**src/rtl/chunked_add_sequencer.sv**
```systemverilog
// Wide adder that sums BIT_NUMBER-bit operands CHUNK_WIDTH bits per cycle through one CLA slice.
// Define ADDSEQ_SUB_EN to add the in_sub port (X - Y via inverted Y and carry-in of 1).

module nbit_cla_full_adder #(
   parameter int BIT_NUMBER = 16
) (
   input  logic [BIT_NUMBER:1] a,
   input  logic [BIT_NUMBER:1] b,
   input  logic                c_in,
   output logic [BIT_NUMBER:1] s,
   output logic                c_out
);

   logic [BIT_NUMBER:1]   g;
   logic [BIT_NUMBER:1]   p;
   logic [BIT_NUMBER+1:1] c;
   logic                  cy;
   logic                  pp;

   // Each carry is expanded as a flat sum of products of generate/propagate terms and c_in.
   always_comb begin
      g    = a & b;
      p    = a ^ b;
      c    = '0;
      cy   = 1'b0;
      pp   = 1'b1;
      c[1] = c_in;
      for (int i = 1; i <= BIT_NUMBER; i++) begin
         cy = 1'b0;
         pp = 1'b1;
         for (int j = i; j >= 1; j--) begin
            cy = cy | (pp & g[j]);
            pp = pp & p[j];
         end
         c[i+1] = cy | (pp & c_in);
      end
      s = p ^ c[BIT_NUMBER:1];
   end

   assign c_out = c[BIT_NUMBER+1];

endmodule

// state | meaning
// IDLE  | waiting for operands, in_ready=1
// RUN   | adding chunk k into out_sum, carry held in carry_q
// DONE  | result held on out_sum/out_cout, out_valid=1
module chunked_add_sequencer #(
   parameter int BIT_NUMBER  = 64,
   parameter int CHUNK_WIDTH = 16
) (
   input  logic                  clk,
   input  logic                  rst_n,
   input  logic                  in_valid,
   output logic                  in_ready,
   input  logic [BIT_NUMBER-1:0] in_x,
   input  logic [BIT_NUMBER-1:0] in_y,
   input  logic                  in_cin,
`ifdef ADDSEQ_SUB_EN
   input  logic                  in_sub,
`endif
   output logic                  out_valid,
   input  logic                  out_ready,
   output logic [BIT_NUMBER-1:0] out_sum,
   output logic                  out_cout
);

   localparam int NCHUNK = BIT_NUMBER / CHUNK_WIDTH;
   localparam int KW     = (NCHUNK > 1) ? $clog2(NCHUNK) : 1;
   localparam logic [KW-1:0] K_LAST = KW'(NCHUNK - 1);

   typedef enum logic [1:0] {
      S_IDLE = 2'd0,
      S_RUN  = 2'd1,
      S_DONE = 2'd2
   } state_t;

   state_t                state_q, state_d;
   logic [KW-1:0]         k_q, k_d;
   logic [BIT_NUMBER-1:0] x_q, x_d;
   logic [BIT_NUMBER-1:0] y_q, y_d;
   logic                  carry_q, carry_d;
   logic [BIT_NUMBER-1:0] sum_q, sum_d;
   logic                  cout_q, cout_d;

   logic [31:0]           lo_bit;
   logic [CHUNK_WIDTH:1]  sl_a, sl_b, sl_s;
   logic                  sl_cout;

   assign lo_bit = 32'(k_q) * 32'(CHUNK_WIDTH);
   assign sl_a   = x_q[lo_bit +: CHUNK_WIDTH];
   assign sl_b   = y_q[lo_bit +: CHUNK_WIDTH];

   nbit_cla_full_adder #(
      .BIT_NUMBER(CHUNK_WIDTH)
   ) u_slice (
      .a    (sl_a),
      .b    (sl_b),
      .c_in (carry_q),
      .s    (sl_s),
      .c_out(sl_cout)
   );

   always_comb begin
      state_d = state_q;
      k_d     = k_q;
      x_d     = x_q;
      y_d     = y_q;
      carry_d = carry_q;
      sum_d   = sum_q;
      cout_d  = cout_q;
      case (state_q)
         S_IDLE: begin
            if (in_valid) begin
               x_d     = in_x;
               y_d     = in_y;
               carry_d = in_cin;
`ifdef ADDSEQ_SUB_EN
               if (in_sub) begin
                  y_d     = ~in_y;
                  carry_d = 1'b1;
               end
`endif
               k_d     = '0;
               state_d = S_RUN;
            end
         end
         S_RUN: begin
            sum_d[lo_bit +: CHUNK_WIDTH] = sl_s;
            carry_d = sl_cout;
            k_d     = k_q + KW'(1);
            if (k_q == K_LAST) begin
               cout_d  = sl_cout;
               state_d = S_DONE;
            end
         end
         S_DONE: begin
            if (out_ready) begin
               state_d = S_IDLE;
            end
         end
         default: state_d = S_IDLE;
      endcase
   end

   always_ff @(posedge clk or negedge rst_n) begin
      if (!rst_n) begin
         state_q <= S_IDLE;
         k_q     <= '0;
         x_q     <= '0;
         y_q     <= '0;
         carry_q <= 1'b0;
         sum_q   <= '0;
         cout_q  <= 1'b0;
      end else begin
         state_q <= state_d;
         k_q     <= k_d;
         x_q     <= x_d;
         y_q     <= y_d;
         carry_q <= carry_d;
         sum_q   <= sum_d;
         cout_q  <= cout_d;
      end
   end

   assign in_ready  = (state_q == S_IDLE);
   assign out_valid = (state_q == S_DONE);
   assign out_sum   = sum_q;
   assign out_cout  = cout_q;

endmodule

```
**config.mk**
```make
export PLATFORM = sky130hd
export DESIGN_NAME = chunked_add_sequencer
export DESIGN_NICKNAME = d
export VERILOG_FILES = /design/src/rtl/chunked_add_sequencer.sv
export SDC_FILE = /design/constraint.sdc
export NUM_CORES = 1
export LEC_CHECK = 0
export ABC_AREA = 1
export CAP_MARGIN = 20
export CELL_PAD_IN_SITES_DETAIL_PLACEMENT = 0
export CELL_PAD_IN_SITES_GLOBAL_PLACEMENT = 1
export CORE_UTILIZATION = 35
export DETAILED_ROUTE_END_ITERATION = 8
export HOLD_SLACK_MARGIN = 0.08
export PLACE_DENSITY = 0.83
export SYNTH_ARGS = -nofsm -noshare
export SYNTH_HDL_FRONTEND = slang
export SYNTH_SLANG_ARGS = --single-unit
```
**constraint.sdc**
```tcl
create_clock -name clk -period 3.25 [get_ports clk]
set_input_delay 0.4875 -clock clk [delete_from_list [all_inputs] [get_ports clk]]
set_output_delay 0.4875 -clock clk [all_outputs]
set_load 0.01 [all_outputs]
```
# --- Word-level counts from Yosys, hierarchy flattened ---
# Cells that the tools add are included.
word_totals:
  register_bits: 198
  inputBits: 133
  out_inout_bits: 67
  wordCells: 429
classes:
  add_sub_neg: 2
  eq_ne: 6
  shift: 4
  mux: 9
  n_bitwise: 395
  n_reduce_logical: 6
ops:
  columns: ["operator", "n"]
  rows:
  - ["1-bit AND", 256]
  - ["1-bit OR", 136]
  - ["64-bit by 7-bit indexed part select with 16-bit output", 2]
  - ["64-bit bitwise mux", 1]
  - ["16-bit by 34-bit variable shift with 64-bit output, first input constant", 1]
  - ["16-bit by 34-bit indexed part select with 64-bit output", 1]
  - ["6-bit negator with 34-bit output", 1]
  - ["16-bit bitwise XOR", 2]
  - ["16-bit AND", 1]
  - ["2-bit two-way mux", 4]
  - ["2-bit case mux with 3 select lines", 1]
  - ["2-bit AND reduction", 3]
  - ["2-bit == test, second input constant", 2]
  - ["2-bit != test, second input constant", 2]
  - ["2-bit case mux with 2 select lines", 1]
  - ["3-bit AND reduction", 1]
  - ["2-bit by 1-bit adder with 2-bit output, second input constant", 1]
  - ["2-bit by 1-bit == test with 1-bit output, second input constant", 1]
  - ["2-bit logical NOT", 1]
  - ["2-bit by 1-bit != test with 1-bit output, second input constant", 1]
  - ["1-bit case mux with 2 select lines", 1]
  - ["2-bit nonzero test", 1]
  - ["1-bit two-way mux", 1]

# --- Logic depth before layout (Yosys ltp) ---
# Gate-level depths: netlist of run 1.
depth:
  word_depth: 21
  ltp_mapped: 18
  mapped_depth_nobuf: 16

# --- Cells and area by module ---
# From an unflattened synthesis of run 1, not the netlist that was laid out.
hier_totals:
  hier_cells: 1297
  area_unflattened_um2: 10132.2
modules_own_cells:
  columns: ["module", "instances", "cells_each", "area_per_inst_um2", "seq_area_each_um2"]
  rows:
  - ["chunked_add_sequencer", 1, 1133, 9171.3, 4954.8]
  - ["nbit_cla_full_adder", 1, 164, 960.9, 0.0]

# --- Worst setup path before layout of run 1 ---
# OpenSTA, ideal clock, no wires.
synth_path:
  path_type: "register to register"
  startpoint: "register k_q[0]"
  endpoint: "register sum_q[62] (netlist: out_sum[62])"
  setup_ns: 0.118
  t_arrival_ns: 2.446
  required_time_ns: 3.132
  setup_slack_ns: 0.686
  stages_incl_launch_ff: 19
  path_buffers: 2
  synth_period_minus_slack_ns: 2.564
  cell_sequence: "dfrtp_1 inv_1 buf_2 clkbuf_1 nor2_1 o22ai_1 ha_1 nand2_2 nor2_1 nor2_1 nand2_1 nor2_1 nand2_1 nand2_1 nand2_1 nand2_1 nand2_2 nand4_1 nand2_1"
synth_via:
  elab_chain_cells: 21
  elab_cells_between_ends: 354
  classes_between: "1 x add/sub; 4 x shift; 1 x mux; 348 x bitwise"
synth_lines:
  columns: ["element", "line", "rtl"]
  rows:
  - ["from (decl)", "79", "logic [KW-1:0] k_q, k_d;"]
  - ["from (signal assigned)", "157", "k_q <= k_d;"]
  - ["64-bit by 7-bit indexed part select with 16-bit output (on tied branches)", "91, 92", null]
  - ["16-bit bitwise XOR / 16-bit AND (equally long branches)", "23, 22", null]
  - ["1-bit AND (on tied branches)", "32, 33", null]
  - ["1-bit OR, or another cell as far along (13 in series)", "32", "cy = cy | (pp & g[j]);"]
  - ["1-bit OR / 1-bit AND (equally long branches)", "32, 35", null]
  - ["1-bit OR", "35", "c[i+1] = cy | (pp & c_in);"]
  - ["16-bit bitwise XOR", "37", "s = p ^ c[BIT_NUMBER:1];"]
  - ["16-bit by 34-bit indexed part select with 64-bit output", "129", "sum_d[lo_bit +: CHUNK_WIDTH] = sl_s;"]
  - ["64-bit bitwise mux (*)", "129", null]
  - ["to (signal assigned)", "161", "sum_q <= sum_d;"]
  - ["to (decl)", "83", "logic [BIT_NUMBER-1:0] sum_q, sum_d;"]
# Every way passes the cells marked *; elsewhere a longest branch is shown, timed or not.
# A chain may end at the register's enable or synchronous reset.

# --- Final worst setup path of run 1 ---
layout_path:
  startpoint: "register k_q[0]"
  endpoint: "register sum_q[26] (netlist: out_sum[26])"
# Same word-level chain as after synthesis.

==> flow_metrics.py, run 1 <==
metrics = {
    "global_routing": {
        "grt_first_pass_wirelength_mm": 45.0,
        "grt_start_max_net_pins": 90,
        "global_route.overflow_total": 0,
        "grtUsageTotal_pct": 20.6,
        "grt_antenna_before_repair": 0,
        "grt_pass1_vias": 8334,
    },
    "cells_and_area": {
        "fillers": 2534,
        "drive_above_1_share_pct": 5.30,
        "post-route-util_pct": 47.1,
        "layout.cells.most_common_list": "571 x nand2_1, 198 x clkdlybuf4s50_1, 197 x dfrtp_1",
        "layout.cells.most_common": "nand2_1",
        "finish.instance_area_mm2": 0.0126,
        "syn2layout_area_growth_pct": 32.6,
        "nNetsFinal": 1559,
        "antenna-diode-count": 0,
    },
    "power_and_ir_drop": {
        "max-vdd-ir-drop_mv": 0.510,
        "leakage_power_nw": 6.27,
        "power_mw": 15.1,
        "power.density_mw_per_mm2": 1200,
    },
    "critical_path": {
        "critPathLaunchType": "flip-flop",
        "timing.setup.critical_path_class": "reg2reg",
        "critPathRequiredTime_ps": 3620,
        "worst_setup_path_end_kind": "flip-flop",
        "crit_fanout": 27,
        "cp_data_arrival_time_ps": 3320,
    },
    "floorplan": {
        "area_of_the_die_mm2": 0.0279,
        "die-width_um": 167,
        "die_y_um": 167,
        "ios": 200,
        "std_cell_rows": 60,
        "start_util_pct": 35.6,
        "core_area_mm2": 0.0268,
    },
    "detailed_routing": {
        "vias_per_cell": 4.90,
        "drt.antenna.violating_nets": 0,
        "detail_route.wirelength_mm": 27.8,
        "detailedRoute.firstIterationViolations": 778,
        "detail_route.first_pass.iterations": 5,
        "wl_per_cell_um": 15.8,
        "drc": 0,
        "vias": 8610,
    },
    "timing": {
        "setup_tns_ps": 0,
        "worst_hold_slack_ps": 479,
        "achievable-frequency_mhz": 340,
        "finClkSkew_ps": 13.9,
        "setup_viol": 0,
        "fin_crit_ps": 2940,
        "max_slew.worst_pin.slew_ps": 627,
        "final.period_utilization_pct": 90.6,
        "timing.slew.headroom_pct": 57.9,
        "hold_viol_final": 0,
        "rsz0062_at_grt": "no",
        "slew_violations": 0,
    },
    "synthesis": {
        "synthDistinctLibCells": 32,
        "yosys_register_bits": 198,
        "synthesis.instances": 1222,
        "netlist.area_leader.share_pct": 52.0,
        "post_synthesis_sequential_area_ratio_pct": 52.0,
        "netlist.top_cell.by_area": "dfrtp_1",
        "ys.warnings.count": 0,
        "syn-num-nets": 1379,
        "synth_top_cells_by_area": "dfrtp_1 52%, nand2_1 23%, o21ai_0 4.3%, nor2_1 3.7%, ha_1 3.0%",
        "post_synth.cell_area_avg_um2": 7.80,
        "netlist_area_mm2": 0.00953,
    },
    "placement": {
        "instance_area_after_placement_mm2": 0.0120,
        "hpwl_mm": 20.0,
        "gpl.final_weighted_congestion": 0.882,
        "buffer_ports.inserted": 199,
    },
    "status": {
        "result_of_the_run": "finished, final reports clean",
    },
    "clock_network": {
        "cts.path.max_buffers": 2,
        "htree_num_levels": 4,
        "cts_inserted_buffers": 17,
        "sink_count_of_the_clock_tree": 198,
        "clk_pin_slew_ps": 70,
        "cts_root_buf": "clkbuf_16",
        "tritoncts": "built",
        "clkLatencyLatePin_ps": 440,
    },
    "min_path": {
        "min-delay-path-class": "reg2reg",
    },
    "run": {
        "cap_viol_max_count": 0,
    },
}
layer usage:
metal	vias up	track usage, %	wire length, um
met3	14	4.68	1810
met5	-	0	0
met1	4031	31.1	14100
li1	4250	-	-
met4	0	3.82	195
met2	315	29.9	11700
final timing paths:
kind | end | cells past startpoint | from | slack [ps]
worst max-delay path | out_sum[26] | 16 | k_q[0] | 310
worst min-delay path | x_q[27] | 2 | x_q[27] | 480
worst max register to register | out_sum[26] | 16 | k_q[0] | 310
worst min register to register | x_q[27] | 2 | x_q[27] | 480
max in group asynchronous | y_q[8] | 3 | rst_n | 1740
min in group asynchronous | out_sum[18] | 2 | rst_n | 630
logic make-up after synthesis:
group	share of synthesized area (%)
flops	52.0
buf+inv	4.74
compound gates	8.77
xor+xnor	0.446
simple gates	30.8
fa+ha+maj	3.23
stage by stage:
| stage | setup WS (ps) | std cells |
|---|---|---|
| 2_1_floorplan | 686 | 1222 |
| 3_3_place_gp | 265 | 1722 |
| 3_5_place_dp | 200 | 1722 |
| 4_1_cts | 179 | 1755 |
| 5_1_grt | 41.7 | 1756 |
| 6_report | 306 | 1756 |
worst max-delay path: stages, from the launching register on:
cell and delay, ps:
dfrtp_2 490, inv_6 220, buf_12 160, o21ai_0 70
o22ai_1 340, ha_1 400, inv_1 120, nor2_2 50
nand2_1 150, nor2_1 70, nor2_1 130, nand2_1 100
nand2_1 70, nand2_1 150, nor3_2 210, nand2_1 70
nand2_1 60
flip-flops by register name, indices dropped and copies added (netlist names):
signal / count
carry_q: 1
k_q: 2
out_cout: 1
out_sum: 64
state_q: 2
x_q: 64
y_q: 64
Yosys cell counts (all sizes together):
cell type / instances
a21boi: 1
a21oi: 13
a22o: 8
a32oi: 2
buf: 29
clkbuf: 29
clkinv: 1
dfrtp: 198
fa: 1
ha: 23
inv: 53
nand2: 578
nand3: 38
nand3b: 1
nand4: 15
nor2: 100
nor3: 2
nor4: 1
o21ai: 90
o22ai: 30
o31ai: 5
xnor2: 1
xor2: 3
power by group:
group / switching, mW / internal [mW] / leakage, nW
combinational: 5.56 / 3.06 / 3.42
clock: 1.01 / 1.29 / 0.312
sequential: 0.659 / 3.53 / 2.54
layout make-up:
class	count	area, um^2	area share [%]
Clock buffer	20	457	3.61
Tap cell	341	427	3.38
Multi-Input combinational cell	912	4140	32.7
Sequential cell	198	4960	39.2
Inverter	54	210	1.66
Clock inverter	12	176	1.40
Timing Repair Buffer	219	2270	18.0
what timing repair did:
action,CTS,global route
hold buffers,1,0
gates resized for setup,0,5
hold endpoints to repair,7,0
endpoints found under the setup margin,0,6
setup buffers,0,0
(Power assumes the default switching activity.)
==> inputs of run 2 (changes only) <==
Settings changed: CTS_BUF_LIST set to sky130_fd_sc_hd__clkbuf_4 sky130_fd_sc_hd__clkbuf_8 sky130_fd_sc_hd__clkbuf_16.
==> flow_metrics.py, run 2 (synthesis gave the netlist of run 1 again) <==
metrics = {
    "status": {
        "result_of_the_run": "finished, final reports clean",
    },
    "power_and_ir_drop": {
        "power.density_mw_per_mm2": 1200,
        "cell_internal_pwr_mw": 7.88,
        "power.switching_mw": 7.25,
        "comb_power_share_pct": 57.1,
        "power_frac_seq_pct": 27.7,
        "switching_share_pct": 47.9,
        "leakage_power_nw": 6.27,
        "max-vdd-ir-drop_mv": 0.507,
        "power_mw": 15.1,
        "power_frac_clock_pct": 15.2,
    },
    "floorplan": {
        "ios": 200,
        "area_of_the_die_mm2": 0.0279,
        "die_y_um": 167,
        "die-width_um": 167,
        "std_cell_rows": 60,
        "core_area_mm2": 0.0268,
        "start_util_pct": 35.6,
    },
    "timing": {
        "rsz0062_at_grt": "no",
        "slew_violations": 0,
        "achievable-frequency_mhz": 340,
        "final.period_utilization_pct": 90.5,
        "worst_hold_slack_ps": 478,
        "timing.slew.headroom_pct": 56.6,
        "setup_tns_ps": 0,
        "max_slew.worst_pin.slew_ps": 646,
        "finClkSkew_ps": 14.2,
        "setup_viol": 0,
        "hold_viol_final": 0,
        "fin_crit_ps": 2940,
    },
    "placement": {
        "gpl.final_weighted_congestion": 0.882,
        "buffer_ports.inserted": 199,
        "hpwl_mm": 20.0,
        "instance_area_after_placement_mm2": 0.0120,
    },
    "min_path": {
        "min-delay-path-class": "reg2reg",
    },
    "critical_path": {
        "worst_path_most_repeated_cell": "nand2_1",
        "cp_data_arrival_time_ps": 3310,
        "timing.critical_path.slowest_stage_cell": "ha_1",
        "timing.setup.critical_path_class": "reg2reg",
        "worst_setup_path_end_kind": "flip-flop",
        "critPathLaunchType": "flip-flop",
        "crit_fanout": 33,
        "cp_slowest_stage_delay_ps": 390,
        "crit_path_cell_trace": "buf_4, o21ai_0, o22ai_1, ha_1, nand2_1, inv_1, nand2_1, nor2_1, nor2_1, nand2_1, nand2_1, nand2_1, nor3_2, nand2_1, nand2_1",
        "critPathRequiredTime_ps": 3620,
    },
    "clock_network": {
        "clk_pin_slew_ps": 70,
        "sink_count_of_the_clock_tree": 198,
        "tritoncts": "built",
        "htree_num_levels": 4,
        "cts_root_buf": "clkbuf_16",
        "cts.path.max_buffers": 2,
        "clkLatencyLatePin_ps": 440,
        "cts_post_setup_buffers_inserted": 0,
        "cts_inserted_buffers": 17,
    },
    "detailed_routing": {
        "wl_per_cell_um": 15.8,
        "detail_route.wirelength_mm": 27.8,
        "detail_route.first_pass.iterations": 5,
        "drc": 0,
        "vias": 8601,
        "drt.antenna.violating_nets": 0,
        "detailedRoute.firstIterationViolations": 762,
        "vias_per_cell": 4.90,
    },
    "cells_and_area": {
        "syn2layout_area_growth_pct": 32.6,
        "layout.cells.most_common_list": "571 x nand2_1, 198 x clkdlybuf4s50_1, 197 x dfrtp_1",
        "layout.cells.most_common": "nand2_1",
        "finish.instance_area_mm2": 0.0126,
        "nNetsFinal": 1559,
        "antenna-diode-count": 0,
        "drive_above_1_share_pct": 5.37,
        "fillers": 2536,
    },
    "global_routing": {
        "grt_first_pass_wirelength_mm": 45.1,
        "grt_pass1_vias": 8324,
        "grtUsageTotal_pct": 20.5,
        "grt_antenna_before_repair": 0,
        "grt_start_max_net_pins": 90,
        "global_route.overflow_total": 0,
    },
    "run": {
        "cap_viol_max_count": 0,
    },
}
-- run 2: worst paths after layout --
path,slack (ps),cells after the start,endpoint,start
setup / recovery,310,15,out_sum[26],k_q[1]
hold / removal,480,2,x_q[27],x_q[27]
setup reg to reg,310,15,out_sum[26],k_q[1]
hold reg to reg,480,2,x_q[27],x_q[27]
max in group asynchronous,1760,3,y_q[32],rst_n
min in group asynchronous,630,2,out_sum[18],rst_n
-- run 2: power by group through the flow --
stage | registers, mW | logic [mW] | clock network [mW]
final | 4.19 | 8.64 | 2.30
after detailed placement | 4.20 | 8.55 | 0
after global routing | 4.31 | 9.76 | 2.44
after global placement | 4.19 | 8.46 | 0
after floorplan | 4.15 | 5.52 | 0
after CTS | 4.17 | 8.59 | 2.34
-- run 2: through the flow --
stage                     worst slack, ps  cells  util [%]
after floorplan                       686   1222         -
after global placement                265   1722      44.6
after detailed placement              200   1722      44.6
after CTS                             178   1755      47.0
after global routing                 39.9   1756      47.2
final                                 308   1756      47.2
-- run 2: timing repair --
| action | in CTS | in global routing |
|---|---|---|
| endpoints found under the hold margin | 7 | 0 |
| hold buffers | 1 | 0 |
| resized for setup | 0 | 5 |
| setup endpoints to repair | 0 | 7 |
-- run 2: layout make-up --
type / instances / area [um^2] / area share (%)
tap: 341 / 427 / 3.38
inverter: 54 / 210 / 1.66
clock buffer: 20 / 460 / 3.64
timing repair buffer: 219 / 2270 / 18.0
multi-input combinational: 912 / 4140 / 32.7
sequential: 198 / 4960 / 39.2
clock inverter: 12 / 176 / 1.40
-- run 2: critical path: cells and delay by family (launching register included) --
kind	cells	cell delay (ps)
AND/OR/NAND/NOR	10	1190
AO/OA/AOI/OAI	2	490
buffers and inverters	2	440
adder cells (fa/ha/maj)	1	390
flip-flops	1	360
-- run 2: routing by layer --
layer | part of all wire, % | GRT usage (%) | vias up
met4 | 0.81 | 3.82 | 0
li1 | - | - | 4248
met1 | 50 | 31.3 | 4006
met3 | 6.9 | 4.54 | 18
met5 | 0 | 0 | -
met2 | 42 | 29.8 | 329
==> inputs of run 3 (changes only) <==
Settings changed: SETUP_SLACK_MARGIN set to 0.05.
==> flow_metrics.py, run 3 (synthesis gave the netlist of run 1 again) <==
metrics = {
    "timing": {
        "max_slew.worst_pin.slew_ps": 633,
        "fin_crit_ps": 2900,
        "rsz0062_at_grt": "no",
        "slew_violations": 0,
        "worst_hold_slack_ps": 477,
        "setup_tns_ps": 0,
        "finClkSkew_ps": 13.9,
        "final.period_utilization_pct": 89.1,
        "timing.slew.headroom_pct": 57.5,
        "hold_viol_final": 0,
        "achievable-frequency_mhz": 345,
        "setup_viol": 0,
    },
    "global_routing": {
        "grt_antenna_before_repair": 0,
        "grtUsageTotal_pct": 20.5,
        "global_route.overflow_total": 0,
        "grt_pass1_vias": 8324,
        "grt_first_pass_wirelength_mm": 45.1,
        "grt_start_max_net_pins": 90,
    },
    "detailed_routing": {
        "vias": 8596,
        "wl_per_cell_um": 15.8,
        "detail_route.wirelength_mm": 27.8,
        "detail_route.first_pass.iterations": 7,
        "drc": 0,
        "vias_per_cell": 4.90,
        "drt.antenna.violating_nets": 0,
        "detailedRoute.firstIterationViolations": 793,
    },
    "clock_network": {
        "clk_pin_slew_ps": 70,
        "cts_inserted_buffers": 17,
        "cts_post_setup_buffers_inserted": 0,
        "cts.path.max_buffers": 2,
        "cts_root_buf": "clkbuf_16",
        "clkLatencyLatePin_ps": 440,
        "htree_num_levels": 4,
        "sink_count_of_the_clock_tree": 198,
        "tritoncts": "built",
    },
    "critical_path": {
        "crit_path_cell_trace": "buf_16, o21ai_0, o22ai_1, ha_1, nand2_1, inv_1, nand2_1, nor2_1, nor2_1, nand2_1, nand2_1, nand2_1, nor3_2, nand2_1, nand2_1",
        "timing.critical_path.slowest_stage_cell": "dfrtp_2",
        "critPathLaunchType": "flip-flop",
        "worst_setup_path_end_kind": "flip-flop",
        "r2r_setup_slack_ps": 350,
        "crit_reg_reg_startpoint": "k_q[0]",
        "critPathRequiredTime_ps": 3620,
        "timing.critical_path.from": "k_q[0]",
        "worst_path_most_repeated_cell": "nand2_1",
        "timing.setup.critical_path_class": "reg2reg",
        "cp_slowest_stage_delay_ps": 510,
        "cp_data_arrival_time_ps": 3270,
        "crit_fanout": 45,
    },
    "floorplan": {
        "die_y_um": 167,
        "die-width_um": 167,
        "area_of_the_die_mm2": 0.0279,
        "start_util_pct": 35.6,
        "std_cell_rows": 60,
        "ios": 200,
        "core_area_mm2": 0.0268,
    },
    "placement": {
        "buffer_ports.inserted": 199,
        "hpwl_mm": 20.0,
        "gpl.final_weighted_congestion": 0.882,
    },
    "power_and_ir_drop": {
        "cell_internal_pwr_mw": 7.89,
        "comb_power_share_pct": 57.1,
        "max-vdd-ir-drop_mv": 0.498,
        "power_frac_clock_pct": 15.2,
        "power_mw": 15.1,
        "power_frac_seq_pct": 27.7,
        "power.switching_mw": 7.24,
        "switching_share_pct": 47.8,
        "leakage_power_nw": 6.28,
        "power.density_mw_per_mm2": 1200,
    },
    "min_path": {
        "holdCritStartpoint": "x_q[27]",
        "min-delay-path-class": "reg2reg",
    },
    "cells_and_area": {
        "antenna-diode-count": 0,
        "layout.cells.most_common": "nand2_1",
        "syn2layout_area_growth_pct": 32.7,
        "layout.cells.most_common_list": "571 x nand2_1, 198 x clkdlybuf4s50_1, 197 x dfrtp_1",
        "nNetsFinal": 1559,
        "drive_above_1_share_pct": 5.44,
    },
    "status": {
        "result_of_the_run": "finished, final reports clean",
    },
    "run": {
        "cap_viol_max_count": 0,
    },
}
==> run 3: cell count changes in the layout (fill, tap and decap cells not counted), sizes merged <==
cell,change
clkinvlp,+1
clkinv,-1
==> run 3: power by group through the flow <==
stage	clock, mW	combinational (mW)	sequential [mW]
floorplan	0	5.52	4.15
global placement	0	8.46	4.19
detailed placement	0	8.55	4.20
CTS	2.34	8.59	4.17
global route	2.44	9.77	4.31
finish	2.30	8.63	4.20
==> run 3: per-stage QoR <==
stage          utilization, %  instance area [um^2]  setup WS, ps  cells
5_1_grt                  47.2                 12600          64.4   1756
3_3_place_gp             44.6                 12000           265   1722
6_report                 47.2                 12600           353   1756
4_1_cts                  47.0                 12600           178   1755
3_5_place_dp             44.6                 12000           200   1722
2_1_floorplan               -                  9530           686   1222
==> run 3: metal layers <==
metal,vias up,routed length (um),track usage [%]
met1,4004,14100,31.3
met5,-,0,0
met4,0,227,3.82
met3,18,1890,4.54
met2,320,11600,29.8
li1,4254,-,-
==> run 3: worst paths after layout <==
| kind | endpoint | cells past startpoint |
|---|---|---|
| min in group asynchronous | out_sum[18] | 2 |
| max in group asynchronous | y_q[32] | 3 |
| worst max register to register | out_sum[26] | 15 |
| worst min-delay path | x_q[27] | 2 |
| worst min register to register | x_q[27] | 2 |
| worst max-delay path | out_sum[26] | 15 |
==> run 3: timing repair <==
| action | 4_1_cts | 5_1_grt |
|---|---|---|
| endpoints found under the setup margin | 0 | 16 |
| endpoints found under the hold margin | 7 | 0 |
| resized for setup | 0 | 8 |
| hold buffers | 1 | 0 |
==> run 3: final cells by class <==
type,instances,area (um^2)
fill,2538,14200
sequential,198,4960
multi-input combinational,912,4140
timing repair buffer,219,2280
clock buffer,20,460
tap,341,427
inverter,54,216
clock inverter,12,176
==> run 3: critical path, delay by kind of cell (launching register included) <==
kind                     cells  cell delay, ps
adder cells (fa/ha/maj)      1             380
AO/OA/AOI/OAI                2             440
AND/OR/NAND/NOR             10            1170
flip-flops                   1             510
buffers and inverters        2             310
